<file path="src/rtl/vend_state_ctrl.sv">
// ============================================================================
// vend_state_ctrl : coin/credit FSM feeding the vending output-decode stage
// Revision 1.0
// ============================================================================
`default_nettype none

module vend_state_ctrl #(
   parameter int PRICE          = 15,
   parameter int CREDIT_W       = 6,
   parameter int HOLD_CYCLES    = 4,
   parameter int TIMEOUT_CYCLES = 1000
) (
   input  logic                clk,
   input  logic                rst_n,
   input  logic                coin_5,
   input  logic                coin_10,
   input  logic                cancel,
   output logic [1:0]          current_state,
   output logic [CREDIT_W-1:0] change_amt,
   output logic [CREDIT_W-1:0] credit,
   output logic                coin_reject,
   output logic                busy
);

   localparam int HOLD_W = $clog2(HOLD_CYCLES + 1);
   localparam int TMO_W  = $clog2(TIMEOUT_CYCLES + 1);

   localparam logic [CREDIT_W:0]   C_PRICE     = (CREDIT_W+1)'(PRICE);
   localparam logic [HOLD_W-1:0]   C_HOLD_LAST = HOLD_W'(HOLD_CYCLES - 1);
   localparam logic [TMO_W-1:0]    C_TMO_LAST  = TMO_W'(TIMEOUT_CYCLES - 1);

   typedef enum logic [2:0] {
      S_IDLE     = 3'd0,
      S_COLLECT  = 3'd1,
      S_REFUND   = 3'd2,
      S_VEND     = 3'd3,
      S_VEND_CHG = 3'd4
   } state_t;

   state_t              state_q, state_d;
   logic [1:0]          code_q, code_d;
   logic [CREDIT_W-1:0] credit_q, credit_d;
   logic [CREDIT_W-1:0] change_q, change_d;
   logic                reject_q, reject_d;
   logic                busy_q, busy_d;
   logic [HOLD_W-1:0]   hold_q, hold_d;
   logic [TMO_W-1:0]    tmo_q, tmo_d;

   logic                w_collecting;
   logic                w_accept;
   logic [CREDIT_W:0]   w_coin_val;
   logic [CREDIT_W:0]   w_sum;
   logic [CREDIT_W-1:0] w_excess;

   // A coin counts only when it is the sole coin, cancel is low and we are not busy.
   assign w_collecting = (state_q == S_IDLE) || (state_q == S_COLLECT);
   assign w_accept     = w_collecting && (coin_5 ^ coin_10) && !cancel;
   assign w_coin_val   = coin_10 ? (CREDIT_W+1)'(10) : (CREDIT_W+1)'(5);
   assign w_sum        = {1'b0, credit_q} + w_coin_val;
   assign w_excess     = w_sum[CREDIT_W-1:0] - C_PRICE[CREDIT_W-1:0];

   always_comb begin
      state_d  = state_q;
      code_d   = code_q;
      credit_d = credit_q;
      change_d = change_q;
      busy_d   = busy_q;
      hold_d   = hold_q;
      tmo_d    = tmo_q;
      reject_d = (coin_5 || coin_10) && !w_accept;

      case (state_q)
         S_IDLE, S_COLLECT: begin
            if (w_accept) begin
               credit_d = w_sum[CREDIT_W-1:0];
               tmo_d    = '0;
               hold_d   = '0;
               if (w_sum < C_PRICE) begin
                  state_d = S_COLLECT;
                  code_d  = 2'b00;
                  busy_d  = 1'b0;
               end else if (w_sum == C_PRICE) begin
                  state_d  = S_VEND;
                  code_d   = 2'b10;
                  change_d = '0;
                  busy_d   = 1'b1;
               end else begin
                  state_d  = S_VEND_CHG;
                  code_d   = 2'b11;
                  change_d = w_excess;
                  busy_d   = 1'b1;
               end
            end else if (state_q == S_COLLECT) begin
               // Cancel and timeout landing together still give one refund.
               if (cancel || (tmo_q == C_TMO_LAST)) begin
                  state_d  = S_REFUND;
                  code_d   = 2'b01;
                  change_d = credit_q;
                  busy_d   = 1'b1;
                  hold_d   = '0;
                  tmo_d    = '0;
               end else begin
                  tmo_d = tmo_q + 1'b1;
               end
            end else begin
               tmo_d = '0;
            end
         end

         S_REFUND, S_VEND, S_VEND_CHG: begin
            if (hold_q == C_HOLD_LAST) begin
               state_d  = S_IDLE;
               code_d   = 2'b00;
               credit_d = '0;
               change_d = '0;
               busy_d   = 1'b0;
               hold_d   = '0;
            end else begin
               hold_d = hold_q + 1'b1;
            end
         end

         default: begin
            state_d  = S_IDLE;
            code_d   = 2'b00;
            credit_d = '0;
            change_d = '0;
            busy_d   = 1'b0;
            hold_d   = '0;
            tmo_d    = '0;
            reject_d = 1'b0;
         end
      endcase
   end

   always_ff @(posedge clk or negedge rst_n) begin
      if (!rst_n) begin
         state_q  <= S_IDLE;
         code_q   <= 2'b00;
         credit_q <= '0;
         change_q <= '0;
         reject_q <= 1'b0;
         busy_q   <= 1'b0;
         hold_q   <= '0;
         tmo_q    <= '0;
      end else begin
         state_q  <= state_d;
         code_q   <= code_d;
         credit_q <= credit_d;
         change_q <= change_d;
         reject_q <= reject_d;
         busy_q   <= busy_d;
         hold_q   <= hold_d;
         tmo_q    <= tmo_d;
      end
   end

   assign current_state = code_q;
   assign change_amt    = change_q;
   assign credit        = credit_q;
   assign coin_reject   = reject_q;
   assign busy          = busy_q;

endmodule

`default_nettype wire

</file>
<file path="config.mk">
export PLATFORM = sky130hd
export DESIGN_NAME = vend_state_ctrl
export DESIGN_NICKNAME = d
export VERILOG_FILES = /design/src/rtl/vend_state_ctrl.sv
export SDC_FILE = /design/constraint.sdc
export NUM_CORES = 1
export LEC_CHECK = 0
export BUFFER_PORTS_ARGS = -buffer_cell sky130_fd_sc_hd__buf_2
export CAP_MARGIN = 10
export CORE_ASPECT_RATIO = 0.5
export CORE_MARGIN = 10
export CORE_UTILIZATION = 50
export CTS_CLUSTER_SIZE = 28
export DETAILED_ROUTE_END_ITERATION = 8
export PLACE_DENSITY = 0.81
export SYNTH_ARGS = -nofsm -noshare
export SYNTH_HDL_FRONTEND = slang
export SYNTH_SLANG_ARGS = --single-unit
</file>
<file path="constraint.sdc">
create_clock -name clk -period 3.1 [get_ports clk]
set_input_delay 0.31 -clock clk [delete_from_list [all_inputs] [get_ports clk]]
set_output_delay 0.31 -clock clk [all_outputs]
set_load 0.03 [all_outputs]
</file>
=== After elaboration in Yosys (flattened, before gate mapping) ===
Index checks and enable logic that the tools add are counted.

* Add/subtract/negate cells: 4
* Order comparisons: 1
* Equal/unequal tests: 12
* Mux-type cells: 40
* Bitwise gates (word level): 1
* Reduce and logical (&&, ||, !) cells: 16

{| class="wikitable"
|+ Operator list
! kind !! count
|-
| $mux 6 || 7
|-
| $mux 10 || 3
|-
| $mux 3 || 10
|-
| $pmux 6 s2 || 2
|-
| $pmux 10 s2 || 1
|-
| $pmux 3 s2 || 2
|-
| $add 10x1->10 const B || 1
|-
| $eq 10x10->1 const B || 1
|-
| $mux 2 || 5
|-
| $eq 3x2->1 const B || 3
|-
| $ne 3x3->1 const B || 3
|-
| $add 6x4->7 || 1
|-
| $eq 7x4->1 const B || 1
|-
| $lt 7x4->1 const B || 1
|-
| $mux 1 || 7
|-
| $sub 6x4->6 const B || 1
|-
| $reduce_or 5->1 || 1
|-
| $mux 4 || 1
|-
| $ne 2x2->1 const B || 2
|-
| $pmux 2 s2 || 1
|-
| $reduce_and 2->1 || 2
|-
| $reduce_and 4->1 || 1
|-
| $add 3x1->3 const B || 1
|-
| $eq 3x1->1 const B || 1
|-
| other kinds (10) || 15
|}

* Register bits after elaboration: 32
* Output and inout bits: 16

=== Depth between registers and ports, before layout ===
Gate-level depths: netlist of run 1.

* Depth after elaboration: 7
* Depth in mapped cells: 9

=== Worst setup path before layout of run 1 ===
OpenSTA, ideal clock, no wires.

* Path type: reg2reg
* From: register credit_q[0] (netlist: credit[0])
* To: register change_q[1] (netlist: change_amt[1])
* Library setup time: 0.077 ns
* Arrival time: 2.274 ns
* Data required time: 3.023 ns
* Slack: 0.749 ns
* Stages on the path, launching flop included: 9
* Path buffers: 0
* Clock period less this slack: 2.351 ns
* Cell sequence: dfrtp_1 -> ha_1 -> fa_1 -> a21o_2 -> nand2_1 -> o211ai_1 -> o311ai_2 -> a22oi_1 -> o21ai_1

* Word-level cells in the longest chain between the ends: 6
* Elaborated cells between the ends (all ways): 10
* Classes of those cells: add/sub: 2; order compare: 1; eq/ne: 2; mux: 4; reduce/logical: 1

{| class="wikitable"
|+ RTL lines
! element !! line !! RTL
|-
| start: declaration || 42 || <nowiki>logic [CREDIT_W-1:0] credit_q, credit_d;</nowiki>
|-
| start signal: assignment || 149 || <nowiki>credit_q <= credit_d;</nowiki>
|-
| $add 6x4->7 * || 59 || <nowiki>assign w_sum = {1'b0, credit_q} + w_coin_val;</nowiki>
|-
| $sub 6x4->6 or $eq 7x4->1 (tied branches) || 60, 82 ||
|-
| $mux 6 || 82 || <nowiki>end else if (w_sum == C_PRICE) begin</nowiki>
|-
| $mux 6 || 78 || <nowiki>if (w_sum < C_PRICE) begin</nowiki>
|-
| $mux 6 || 74 || <nowiki>if (w_accept) begin</nowiki>
|-
| $pmux 6 s2 || 72 || <nowiki>case (state_q)</nowiki>
|-
| end signal: assignment || 150 || <nowiki>change_q <= change_d;</nowiki>
|-
| end: declaration || 43 || <nowiki>logic [CREDIT_W-1:0] change_q, change_d;</nowiki>
|}

Every way passes the cells marked *; elsewhere a longest branch is shown, timed or not. The select of a mux whose other input is x is not followed.
A chain may end at the register's enable or synchronous reset.

=== Worst setup path in the final report of run 1 ===
Same ends and word-level chain as after synthesis.

==> run_results.csv, run 1 <==
group,metric,value,unit
status,outcome,"finished clean",
floorplanning,die-area,6690,µm²
floorplanning,fp.coreArea,3490,µm²
clocking,clk_pin_slew_worst_paths,0.06,ns
timing,finalClockSkew,0.00405,ns
yosys,synth.avg_cell_area,9.66,µm²
global_routing,grt_pass1_vias,1513,
yosys,synth_ff_type,"dfrtp_1",
yosys,synth.top_cell.area_share,0.432,
routing,drt.antenna.violating_nets,0,
global_routing,antenna_found_initial,0,
yosys,yosysSeqAreaShare,0.432,
layout,fillers,299,
routing,drt_iter0_markers,105,
floorplanning,ioPinCount,21,
placement,hpwlAfterDp,3040,µm
clocking,clkLatencyLatePin,0.28,ns
placement,portBuffers,20,
clocking,cts_buffers,5,
clocking,cts_tree,"yes",
floorplanning,die_x,106,µm
worst_setup_path,path_max_fanout,6,
timing,grt_setup_unrepaired,"no",
global_routing,grt_max_degree,33,
hold_path,min_path_type,"input pin to asynchronous set/reset pin",
clocking,cts_buffer_depth,2,
worst_setup_path,crit_family,"compound AO/OA/AOI/OAI gates",
timing,fmax,404,MHz
worst_setup_path,required,3.31,ns
worst_setup_path,path_class,"flop to flop",
clocking,post-cts-setup-buffer-count,0,
layout,regArea,801,µm²
floorplanning,die_y,63.1,µm
layout,finalNonFillerCells,269,
routing,vias_per_cell,5.66,
layout,layout-drive-gt1-share,0.188,
placement,dp.cells,261,
routing,drtPass1Iterations,4,
routing,wl,4070,µm
yosys,netlist_area,1850,µm²
worst_setup_path,cp_slowest_cell,"o311ai_2",
timing,hold_viol_final,0,
routing,wl_per_cell,15.1,µm
yosys,syn_nets,206,
power_and_ir_drop,cellPowerDensity,964,nW/µm²
floorplanning,fp-row-count,15,
global_routing,grt_use_total,0.128,
job,maxCapViolCount,0,
power_and_ir_drop,p_leak,0.996,nW
placement,place_area,2010,µm²
yosys,async_flop_share,1.00,
floorplanning,start_util,0.531,
timing,period_minus_slack,2.47,ns
clocking,cts_sinks,32,
timing,fin_crit_sh,0.798,
timing,worstMarginPinSlew,0.710,ns
yosys,synth_edf_count,0,
yosys,syn_inst,192,
placement,gp_congestion,0.816,
layout,n_antenna_cell,0,
clocking,cts_hold_buf,0,
routing,drc,0,
yosys,synth_area_leaders,"dfrtp_1 43%, ha_1 5.4%, o21ai_0 5.4%",
yosys,ys_warn_count,0,
timing,slew_viol_final,0,
layout,area_growth,13.0,%
layout,multi_input_area,1010,µm²
yosys,yosys_register_bits,32,
layout,nets,231,
timing,setup_viol,0,
clocking,post_cts_resized,0,
worst_setup_path,cp-end-kind,"flop",
clocking,h-tree-depth,2,
timing,finalSetupTns,0,ns
clocking,clock-root-buffer,"clkbuf_8",
worst_setup_path,crit_chain,"ha_1 > fa_1 > a21o_2 > nand2_1 > o211ai_1 > o311ai_2 > a22oi_1 > o21ai_1",
yosys,synth.distinct_cells,51,
layout,final_area,2100,µm²
global_routing,grt_remaining_overflow,0,
worst_setup_path,cp.buffers_inverters,0,
worst_setup_path,startpoint_type,"flop",
power_and_ir_drop,vdd_drop_max,488,µV
routing,vias,1522,
worst_setup_path,cp.arrival,2.68,ns
global_routing,grt_pass1_wl,7110,µm
layout,fin_util,0.600,
timing,relSlewSlack,0.526,
yosys,synth_area_leader_cell,"dfrtp_1",
worst_setup_path,cpPeakStageDelay,0.52,ns
worst paths after layout:
| kind | end | cells after the start | slack (ns) | from |
|---|---|---|---|---|
| setup / recovery | change_amt[1] | 8 | 0.63 | credit[0] |
| hold / removal | credit[0] | 1 | 0.07 | rst_n |
| setup reg to reg | change_amt[1] | 8 | 0.63 | credit[0] |
| hold reg to reg | tmo_q[9] | 1 | 0.48 | tmo_q[9] |
| max in group asynchronous | tmo_q[1] | 1 | 2.56 | rst_n |
| min in group clk | coin_reject | 4 | 0.41 | coin_5 |
registers in the layout, indices dropped and copies added, names as in the netlist:
register	flops
credit	6
busy	1
tmo_q	10
change_amt	6
coin_reject	1
state_q	3
hold_q	3
current_state	2
placed cells by master (no fill, tap or decap), drive strengths merged, types with 2 or more instances in the layout:
| cell | netlist | final |
|---|---|---|
| a211oi | 2 | 2 |
| a21o | 6 | 6 |
| a21oi | 7 | 7 |
| a22o | 5 | 5 |
| a22oi | 4 | 4 |
| and2 | 2 | 2 |
| and3 | 5 | 5 |
| buf | 1 | 21 |
| clkbuf | 1 | 8 |
| dfrtp | 32 | 32 |
| ha | 8 | 8 |
| inv | 5 | 5 |
| nand2 | 20 | 20 |
| nand2b | 5 | 5 |
| nand3 | 4 | 4 |
| nand4 | 2 | 2 |
| nor2 | 16 | 16 |
| nor2b | 3 | 3 |
| nor3 | 5 | 5 |
| o21a | 2 | 2 |
| o21ai | 29 | 29 |
| o31ai | 4 | 4 |
| xnor2 | 3 | 3 |
| xor2 | 3 | 3 |
logic make-up (layout without fill, tap and decap cells):
family,count (synthesis),after routing,share of synthesized area
AND/OR/NAND/NOR,70,70,0.209
flip-flops,32,32,0.432
buffers and inverters,8,34,0.0209
AO/OA/AOI/OAI,66,66,0.236
XOR/XNOR,6,6,0.0324
multiplexers,1,1,0.00540
adder cells (fa/ha/maj),9,9,0.0648
per-layer routing:
layer | up-vias | wire length, µm | track usage
li1 | 751 | - | -
met1 | 740 | 1830 | 0.149
met2 | 26 | 2050 | 0.216
met3 | 5 | 134 | 0.0284
met4 | 0 | 58 | 0.0671
met5 | - | 0 | 0
area by class of cell:
class | count | area share
Timing Repair Buffer | 21 | 0.0513
Multi-Input combinational cell | 152 | 0.484
Clock buffer | 8 | 0.0430
Sequential cell | 32 | 0.382
Inverter | 5 | 0.00896
Tap cell | 51 | 0.0304
through the flow:
step	hold WS, ns	setup WS [ns]	power (mW)
6_report	0.0747	0.628	2.02
5_1_grt	0.131	0.432	2.18
4_1_cts	0.0956	0.621	2.03
3_5_place_dp	0.398	0.507	1.70
3_3_place_gp	0.391	0.654	1.67
2_1_floorplan	0.0144	0.749	1.44
synthesized netlist by cell type, types with 5 or more instances:
master	instances
a21oi_1	6
and3_1	5
dfrtp_1	32
ha_1	8
inv_1	5
nand2_1	19
nand2b_1	5
nor2_1	16
o21ai_0	20
o21ai_1	9
worst reg2reg max path: stages (launching register included):
cell and delay (ns):
dfrtp_1 0.42, ha_1 0.24, fa_1 0.46, a21o_2 0.25, nand2_1 0.06, o211ai_1 0.18
o311ai_2 0.52, a22oi_1 0.18, o21ai_1 0.10
report_power, final:
| part | leakage [nW] | internal, mW | switching [mW] | total [mW] |
|---|---|---|---|---|
| clock | 0.0455 | 0.181 | 0.144 | 0.325 |
| sequential | 0.427 | 0.535 | 0.109 | 0.643 |
| combinational | 0.523 | 0.369 | 0.683 | 1.05 |
| total | 0.996 | 1.08 | 0.936 | 2.02 |
No activity file was read; power rests on OpenSTA's default activity.
==> run 2, diff against run 1 <==
Settings changed: PLACE_DENSITY 0.81 to 0.84.
Clock period 3.1 ns to 2.06 ns, I/O delays scaled along.
==> run 2 against run 1 <==
  * The run now ends with negative setup slack left
  * Sequential power up 51%
  * Critical path depth unchanged
  * Die area unchanged
  * Count of clock-buffer cells in the layout down 2
  * Worst setup slack worse by 0.91 ns
  * Global-route usage up 1.1 points
  * Register-to-register slack worse by 0.91 ns
==> run_results.csv, run 2 (synthesis results as in run 1) <==
group,metric,value,unit
status,outcome,"complete, but fails checks",
status,violations,"negative setup slack",
timing,hold_viol_final,0,
routing,route.met2.wl,2610,µm
hold_path,min_path_type,"input pin to flop",
timing,relSlewSlack,0.516,
worst_setup_path,cp-end-kind,"flop",
routing,vias,1710,
global_routing,grt_pass1_vias,1671,
worst_setup_path,rrSetupSlack,-0.28,ns
worst_setup_path,required,2.27,ns
global_routing,grt_pass1_wl,7730,µm
worst_setup_path,r2r-end,"change_amt[3]",
timing,slew_viol_final,0,
placement,dp.cells,278,
floorplanning,ioPinCount,21,
timing,grt_setup_unrepaired,"yes",
layout,layout-drive-gt1-share,0.352,
hold_path,whs_endpoint,"coin_reject",
worst_setup_path,reg2reg_depth,8,
worst_setup_path,crit_chain,"ha_4 > fa_2 > a21o_2 > nand2_1 > o211ai_1 > o311ai_4 > a22oi_1 > o21ai_1",
worst_setup_path,r2r-start,"credit[0]",
power_and_ir_drop,p_leak,1.15,nW
power_and_ir_drop,cellPowerDensity,1600,nW/µm²
timing,setup_viol,12,
worst_setup_path,crit_family,"compound AO/OA/AOI/OAI gates",
layout,n_antenna_cell,0,
routing,maxUsedRoutingLayer,"met4",
worst_setup_path,cp_slowest_cell,"o311ai_4",
global_routing,grt_max_degree,33,
floorplanning,fp-row-count,15,
layout,final_cell_mix,"30 x dfrtp_1, 24 x buf_4, 20 x buf_2",
timing,worst_slack,-0.282,ns
layout,finalNonFillerCells,295,
layout,nets,257,
job,maxCapViolCount,0,
global_routing,grt_use_total,0.139,
clocking,clock-root-buffer,"clkbuf_8",
layout,fin_util,0.713,
placement,portBuffers,20,
routing,drt.antenna.violating_nets,0,
timing,fin_crit_sh,1.14,
placement,hpwlAfterDp,3120,µm
global_routing,antenna_found_initial,0,
floorplanning,start_util,0.531,
worst_setup_path,path_class,"flop to flop",
floorplanning,die_x,106,µm
worst_setup_path,cpPeakStageDelay,0.47,ns
clocking,cts_buffers,5,
floorplanning,die-area,6690,µm²
clocking,clk_pin_slew_worst_paths,0.07,ns
floorplanning,fp.coreArea,3490,µm²
timing,worstMarginPinSlew,0.726,ns
layout,area_growth,34.3,%
worst_setup_path,cp.buffers_inverters,0,
routing,wl,5180,µm
routing,wl_met1,2250,µm
worst_setup_path,cp.arrival,2.55,ns
clocking,cts_buffer_depth,2,
hold_path,hold_depth,4,
routing,drtPass1Iterations,4,
routing,wl_per_cell,17.6,µm
layout,final_common_cell,"dfrtp_1",
timing,finalClockSkew,0.0100,ns
placement,preCtsSetupSlack,-0.207,ns
routing,drt_iter0_markers,124,
floorplanning,die_y,63.1,µm
clocking,h-tree-depth,2,
global_routing,grt_remaining_overflow,0,
placement,gp_congestion,0.875,
timing,fmax,427,MHz
layout,fillers,235,
clocking,cts_sinks,32,
routing,drc,0,
clocking,clkLatencyLatePin,0.29,ns
routing,vias_per_cell,5.80,
power_and_ir_drop,vdd_drop_max,1180,µV
routing,met3_length,175,µm
layout,largest_reg_flops,10,
clocking,cts_tree,"yes",
hold_path,hold_start,"coin_5",
worst_setup_path,path_max_fanout,6,
timing,period_minus_slack,2.34,ns
worst_setup_path,startpoint_type,"flop",
layout,largest_register,"tmo_q",
run 2: metal layers:
metal	GRT usage	up-vias
met4	0.0638	0
met1	0.165	842
met3	0.0233	16
met2	0.239	52
met5	0	-
li1	-	800
run 2: worst max path at each step:
stage,from,end,slack (ns),cells past startpoint
floorplan,credit[0],change_amt[4],-0.09,8
global route,credit[0],change_amt[5],-0.33,8
global placement,coin_10,change_amt[2],-0.15,9
detailed placement,coin_10,change_amt[3],-0.21,8
CTS,credit[0],change_amt[3],-0.16,8
finish,credit[0],change_amt[3],-0.28,8
run 2: area by class of cell:
class / instances / area (µm²) / area share
Multi-Input combinational cell: 152 / 1180 / 0.475
Sequential cell: 32 / 803 / 0.323
Timing Repair Buffer: 47 / 313 / 0.126
Clock buffer: 6 / 72.6 / 0.0291
Tap cell: 51 / 63.8 / 0.0256
Clock inverter: 2 / 35.0 / 0.0141
Inverter: 5 / 18.8 / 0.00754
run 2: repair_timing:
item	CTS	global route
resized for setup	5	23
hold buffers	1	0
hold endpoints to repair	15	0
pin swaps	3	18
setup buffers	3	6
setup endpoints to repair	11	14
run 2: through the flow:
stage               hold WS, ns  total power, mW  setup TNS, ns  area (µm²)
floorplan               -0.0896             2.22         -0.509        1890
detailed placement        0.306             2.80          -1.77        2170
global placement          0.289             2.75          -1.17        2170
finish                    0.306             3.98          -2.14        2490
global route              0.308             4.18          -2.79        2490
CTS                       0.302             3.49         -0.869        2330
run 2: where the power goes:
part	total [mW]	switching, mW	internal (mW)
Combinational	2.42	1.43	0.995
Sequential	0.972	0.164	0.808
Clock	0.589	0.230	0.359
Total	3.98	1.82	2.16
run 2: worst min-delay path: stages:
cell     delay, ns
buf_2         0.09
inv_1         0.06
ha_1          0.15
a21oi_1       0.05
